## src/rtl/v6502_pkg.sv

```systemverilog
// v6502_pkg: shared types and constants for the v6502 front end.
//   pf_state_t   - prefetch fetch FSM states
//   ADDR_W       - bus address width
//   BYTE_W       - bus data width
//   RESET_PC_DEF - default fetch address after reset
package v6502_pkg;

  localparam int ADDR_W = 16;
  localparam int BYTE_W = 8;
  localparam logic [ADDR_W-1:0] RESET_PC_DEF = 16'h0000;

  typedef enum logic [1:0] {
    PF_IDLE,
    PF_REQ,
    PF_DROP
  } pf_state_t;

endpackage

```

## src/rtl/byte_ring.sv

```systemverilog
// byte_ring: DEPTH x 8 circular byte buffer with 3-byte peek.
//   clk, rst_n        - clock, async active-low reset
//   clr               - synchronous clear of pointers and count (wins over push/pop)
//   push, push_data   - write one byte at the tail
//   pop, pop_len      - advance head by pop_len bytes (caller guarantees legality)
//   count             - bytes held, 0..DEPTH
//   peek0..peek2      - combinational bytes at head, head+1, head+2
module byte_ring
  import v6502_pkg::*;
#(
  parameter int DEPTH = 16,
  localparam int PW = $clog2(DEPTH),
  localparam int CW = PW + 1
) (
  input  logic              clk,
  input  logic              rst_n,
  input  logic              clr,
  input  logic              push,
  input  logic [BYTE_W-1:0] push_data,
  input  logic              pop,
  input  logic [1:0]        pop_len,
  output logic [CW-1:0]     count,
  output logic [BYTE_W-1:0] peek0,
  output logic [BYTE_W-1:0] peek1,
  output logic [BYTE_W-1:0] peek2
);

  logic [BYTE_W-1:0] mem [DEPTH];
  logic [PW-1:0]     head;
  logic [PW-1:0]     tail;
  logic [CW-1:0]     pop_amt;

  assign pop_amt = pop ? CW'(pop_len) : '0;

  always_ff @(posedge clk or negedge rst_n) begin
    if (!rst_n) begin
      head  <= '0;
      tail  <= '0;
      count <= '0;
      for (int unsigned i = 0; i < DEPTH; i++) mem[i] <= '0;
    end else if (clr) begin
      head  <= '0;
      tail  <= '0;
      count <= '0;
    end else begin
      if (push) begin
        mem[tail] <= push_data;
        tail      <= tail + PW'(1);
      end
      if (pop) head <= head + PW'(pop_len);
      count <= count + CW'(push) - pop_amt;
    end
  end

  // Pointer arithmetic is PW bits wide, so head+1/head+2 wrap mod DEPTH.
  assign peek0 = mem[head];
  assign peek1 = mem[head + PW'(1)];
  assign peek2 = mem[head + PW'(2)];

endmodule

```

## src/rtl/inst_prefetch_queue.sv

```systemverilog
// inst_prefetch_queue: sequential instruction byte prefetcher feeding the decoder.
//   mem_req/mem_addr/mem_ack/mem_rdata - single-outstanding byte fetch bus
//   q_byte0..2, q_count                 - next three bytes and fill level
//   dec_consume, dec_len                - decoder retires 1..3 bytes
//   flush, flush_pc                     - discard queue, redirect fetch
//   fetch_pc                            - address of the next byte to request
//   len_err                             - sticky illegal-consume flag
// Optional: define PREFETCH_STALL_CNT_EN to add stall_cnt[15:0], a saturating
// count of cycles with fewer than three bytes queued (cleared on flush).
module inst_prefetch_queue
  import v6502_pkg::*;
#(
  parameter int                DEPTH    = 16,
  parameter logic [ADDR_W-1:0] RESET_PC = RESET_PC_DEF
) (
  input  logic              clk,
  input  logic              rst_n,
  output logic              mem_req,
  output logic [ADDR_W-1:0] mem_addr,
  input  logic              mem_ack,
  input  logic [BYTE_W-1:0] mem_rdata,
  output logic [BYTE_W-1:0] q_byte0,
  output logic [BYTE_W-1:0] q_byte1,
  output logic [BYTE_W-1:0] q_byte2,
  output logic [4:0]        q_count,
  input  logic              dec_consume,
  input  logic [1:0]        dec_len,
  input  logic              flush,
  input  logic [ADDR_W-1:0] flush_pc,
  output logic [ADDR_W-1:0] fetch_pc,
  output logic              len_err
`ifdef PREFETCH_STALL_CNT_EN
  ,
  output logic [15:0]       stall_cnt
`endif
);

  localparam int PW = $clog2(DEPTH);
  localparam logic [4:0] DEPTH_C = 5'(DEPTH);

  pf_state_t     state;
  logic          push;
  logic          consume_ok;
  logic          consume_bad;
  logic [PW:0]   ring_count;

  // Legality is judged against the count before any same-cycle push.
  assign consume_ok  = dec_consume && (dec_len != 2'd0) && ({3'b000, dec_len} <= q_count);
  assign consume_bad = dec_consume && !consume_ok;

  // A byte acked in DROP, or in the same cycle as a flush, is discarded.
  assign push    = (state == PF_REQ) && mem_ack && !flush;
  assign mem_req = (state != PF_IDLE);
  assign q_count = 5'(ring_count);

  byte_ring #(.DEPTH(DEPTH)) u_ring (
    .clk       (clk),
    .rst_n     (rst_n),
    .clr       (flush),
    .push      (push),
    .push_data (mem_rdata),
    .pop       (consume_ok && !flush),
    .pop_len   (dec_len),
    .count     (ring_count),
    .peek0     (q_byte0),
    .peek1     (q_byte1),
    .peek2     (q_byte2)
  );

  always_ff @(posedge clk or negedge rst_n) begin
    if (!rst_n) begin
      state    <= PF_IDLE;
      mem_addr <= RESET_PC;
      fetch_pc <= RESET_PC;
      len_err  <= 1'b0;
    end else begin
      if (consume_bad) len_err <= 1'b1;

      if (flush)     fetch_pc <= flush_pc;
      else if (push) fetch_pc <= fetch_pc + 16'd1;

      // The bus has no abort: a flushed request stays on the bus until acked.
      case (state)
        PF_IDLE: begin
          if (!flush && (q_count < DEPTH_C)) begin
            state    <= PF_REQ;
            mem_addr <= fetch_pc;
          end
        end
        PF_REQ: begin
          if (mem_ack)    state <= PF_IDLE;
          else if (flush) state <= PF_DROP;
        end
        PF_DROP: begin
          if (mem_ack) state <= PF_IDLE;
        end
        default: state <= PF_IDLE;
      endcase
    end
  end

`ifdef PREFETCH_STALL_CNT_EN
  always_ff @(posedge clk or negedge rst_n) begin
    if (!rst_n)                                 stall_cnt <= '0;
    else if (flush)                             stall_cnt <= '0;
    else if ((q_count < 5'd3) && (stall_cnt != '1)) stall_cnt <= stall_cnt + 16'd1;
  end
`endif

endmodule

```

## config.mk

```make
export PLATFORM = sky130hd
export DESIGN_NAME = inst_prefetch_queue
export DESIGN_NICKNAME = d
export VERILOG_FILES = /design/src/rtl/v6502_pkg.sv /design/src/rtl/byte_ring.sv /design/src/rtl/inst_prefetch_queue.sv
export SDC_FILE = /design/constraint.sdc
export NUM_CORES = 1
export LEC_CHECK = 0
export ABC_AREA = 1
export ABC_CLOCK_PERIOD_IN_PS = 3000
export CAP_MARGIN = 20
export CORE_ASPECT_RATIO = 0.9
export CORE_MARGIN = 1
export CORE_UTILIZATION = 45
export DETAILED_ROUTE_END_ITERATION = 10
export PLACE_DENSITY = 0.71
export SLEW_MARGIN = 20
export SYNTH_ARGS = -nofsm -noshare
export SYNTH_HDL_FRONTEND = slang
export SYNTH_SLANG_ARGS = --single-unit
```

## constraint.sdc

```tcl
create_clock -name clk -period 3 [get_ports clk]
set_input_delay 0.6 -clock clk [delete_from_list [all_inputs] [get_ports clk]]
set_output_delay 0.6 -clock clk [all_outputs]
set_load 0.01 [all_outputs]
```

==> results.toml <==
[run_status]
status = "complete, no violations"

[placement]
post-place-ws_ns = -0.393
dpl-instance-area_um2 = 12000
placement.io_buffers = 93
gp_congestion = 0.895
dp_hpwl_um = 21500

[timing]
hold_violations = 0
slew_violations = 0
tightest_slew_ns = 0.800
whs_ns = 0.185
worst_slack_ns = 0.0619
slew_headroom_pct = 46.6
max_freq_mhz = 340
timing.final.crit_period_ns = 2.94
fin_skew_ns = 0.0114
finalSetupViolCount = 0
min_period_over_period_pct = 97.9

[logic_synthesis]
syn_area_um2 = 10600
yosys.area.top_type = "dfrtp_1"
synth_top_area_share_pct = 41.6
seq_area_frac_synth_pct = 41.6
synth_nets = 1543
netlist_instances = 1490
yosys_register_bits = 176
ys_warn_count = 0
yosys.cell_types.count = 36
avgSynthCellArea_um2 = 7.11
yosys-top-cells-area = "dfrtp_1, nand2_1, nand3_1"
synth_most_common_cell = "nand2_1"
ys.flop_type = "dfrtp_1"
async_flop_share_pct = 100
synth_edf_count = 0
netlist_top_cells_count = "nand2_1, nand3_1, dfrtp_1"

[final_layout]
n_antenna_cell = 0
drive_above_1_share_pct = 8.29
area_delta_synth_final_pct = 21.5
fin_nets = 1622
fill_cells = 2076
fin_area_um2 = 12900

[floorplanning]
ios = 94
die_h_um = 148
initial_core_util_pct = 46.5
dieArea_um2 = 24200
fp.dieW_um = 164
fp.coreArea_um2 = 22800
rows = 52

[grt]
grt_pass1_vias = 10300
overflow = 0
grt_antenna_before_repair = 0
grt_pass1_wl_um = 54700
grt_start_max_net_pins = 72
grt_usage_pct = 29.2

[clock_network]
htree_levels = 4
cts.sinks = 176
clockRootBuffer = "clkbuf_16"
clkSlewWorstSetupHoldPaths_ns = 0.07
insertion_delay_ns = 0.44
cts_buffers = 17
cts_tree = "yes"
cts_buffer_depth = 2

[drt]
post_drt_wl_per_cell_um = 18.1
routed_wl_um = 34100
route.detailed.drc = 0
firstDrtPassIters = 6
dr_total_vias = 10900
dr.first_iter.drc_count = 1376
drtAntennaViolNets = 0
viasPerCell = 5.79

[worst_setup_path]
cp.arrival_ns = 2.34
worst_setup_path_start_kind = "flop"
crit_path_max_fanout = 19
critical_path_class = "flop to output port"
slowest_delay_ns = 0.50
endpoint_kind = "output port"
timing.critical_path.buf_inv = 2
crit_top_cell = "nand3_1"
cp_slowest_cell = "dfrtp_4"
critPathRequiredTime_ns = 2.40
crit_family = "buffers and inverters"
path_cells = "ha_4, buf_4, nor2_1, o21ai_0, nand3_1, nand3_1, nand2_1, dlygate4sd2_1"

[power]
powerDensity_nw_per_um2 = 708
leakagePower_uw = 0.00600
vdd_drop_max_mv = 0.400

[min_path]
hold_class = "input port to asynchronous set/reset pin"

[flow_run]
maxCapViolations = 0
==> kinds of logic (layout without fill, tap and decap cells) <==
group,Yosys count,in the layout,synth area share (%)
XOR/XNOR,9,9,0.815
adder cells (fa/ha/maj),22,22,2.74
buffers and inverters,164,255,6.47
AND/OR/NAND/NOR,866,866,35.6
multiplexers,2,2,0.213
flip-flops,176,176,41.6
AO/OA/AOI/OAI,251,251,12.6
==> final timing paths <==
check                                  end  slack, ns       startpoint  depth (start not counted)
max                             q_byte1[5]       0.06   u_ring.head[0]                          8
min                         u_ring.mem[33]       0.18            rst_n                          1
max reg2reg                u_ring.count[4]       0.35  u_ring.count[1]                         18
min reg2reg                        len_err       0.48          len_err                          1
max in group asynchronous   u_ring.mem[29]       2.05            rst_n                          2
min in group clk                   len_err       0.48          len_err                          1
==> final cells by class <==
class	instances	area [um2]	area share [%]
Sequential cell	176	4410	34.3
Tap cell	297	372	2.89
Inverter	69	270	2.10
Clock buffer	19	453	3.52
Timing Repair Buffer	155	1730	13.4
Multi-Input combinational cell	1150	5540	43.0
Clock inverter	12	101	0.787
==> flip-flops by register name, indices dropped and copies added, names as in the netlist <==
register / flops
u_ring.count: 5
mem_addr: 16
u_ring.mem: 128
u_ring.head: 4
u_ring.tail: 4
state: 2
fetch_pc: 16
len_err: 1
==> cells in the final DEF (no fill, tap or decap), types with 3 or more instances in the layout <==
cell	instances
nand2_1	442
nand3_1	267
dfrtp_1	173
o21ai_0	172
nor2_1	125
clkdlybuf4s50_1	68
inv_1	58
o21ai_1	38
buf_4	37
o211ai_1	21
ha_1	19
dlygate4sd2_1	19
clkbuf_16	18
buf_12	13
a21oi_1	11
inv_2	7
nand4_1	7
and2_1	6
nand4_2	6
xor2_1	6
buf_6	6
clkinvlp_4	5
dlymetal6s2s_1	5
nor2_2	4
nand4_4	4
inv_6	4
bufbuf_16	4
o21bai_1	3
inv_8	3
==> metal layers <==
metal,global-route usage [%],vias to the layer above,part of all wire [%]
met5,0,-,0
met4,12.8,0,3.6
met3,6.17,96,9.9
met2,44.6,589,45
met1,39.8,5068,42
li1,-,5125,-
==> through the flow <==
stage	total power (uW)	cells	TNS, ns	util (%)
3_3_place_gp	6720	1838	-0.389	52.6
3_5_place_dp	6770	1838	-0.650	52.6
4_1_cts	9030	1875	-0.382	56.2
2_1_floorplan	5070	1490	0	-
5_1_grt	9630	1878	-0.00167	56.5
6_report	9110	1878	0	56.5
==> worst reg2reg max path, delay by kind of cell, from the launching register on <==
family	cells	cell delay, ns
compound gates	3	0.31
flops	1	0.40
simple gates	6	0.39
fa+ha+maj	3	1.00
buf+inv	6	0.46
==> repair_timing <==
action	CTS	global route
hold buffers	0	0
gates resized for setup	52	16
setup endpoints to repair	24	6
pin swaps	0	2
cloned	4	1
buffers inserted	2	2
==> where the power goes <==
part,switching (uW),internal [uW]
clock,1040,1120
sequential,268,2680
combinational,2280,1720
total,3580,5520
No activity file was read; power rests on OpenSTA's default activity.
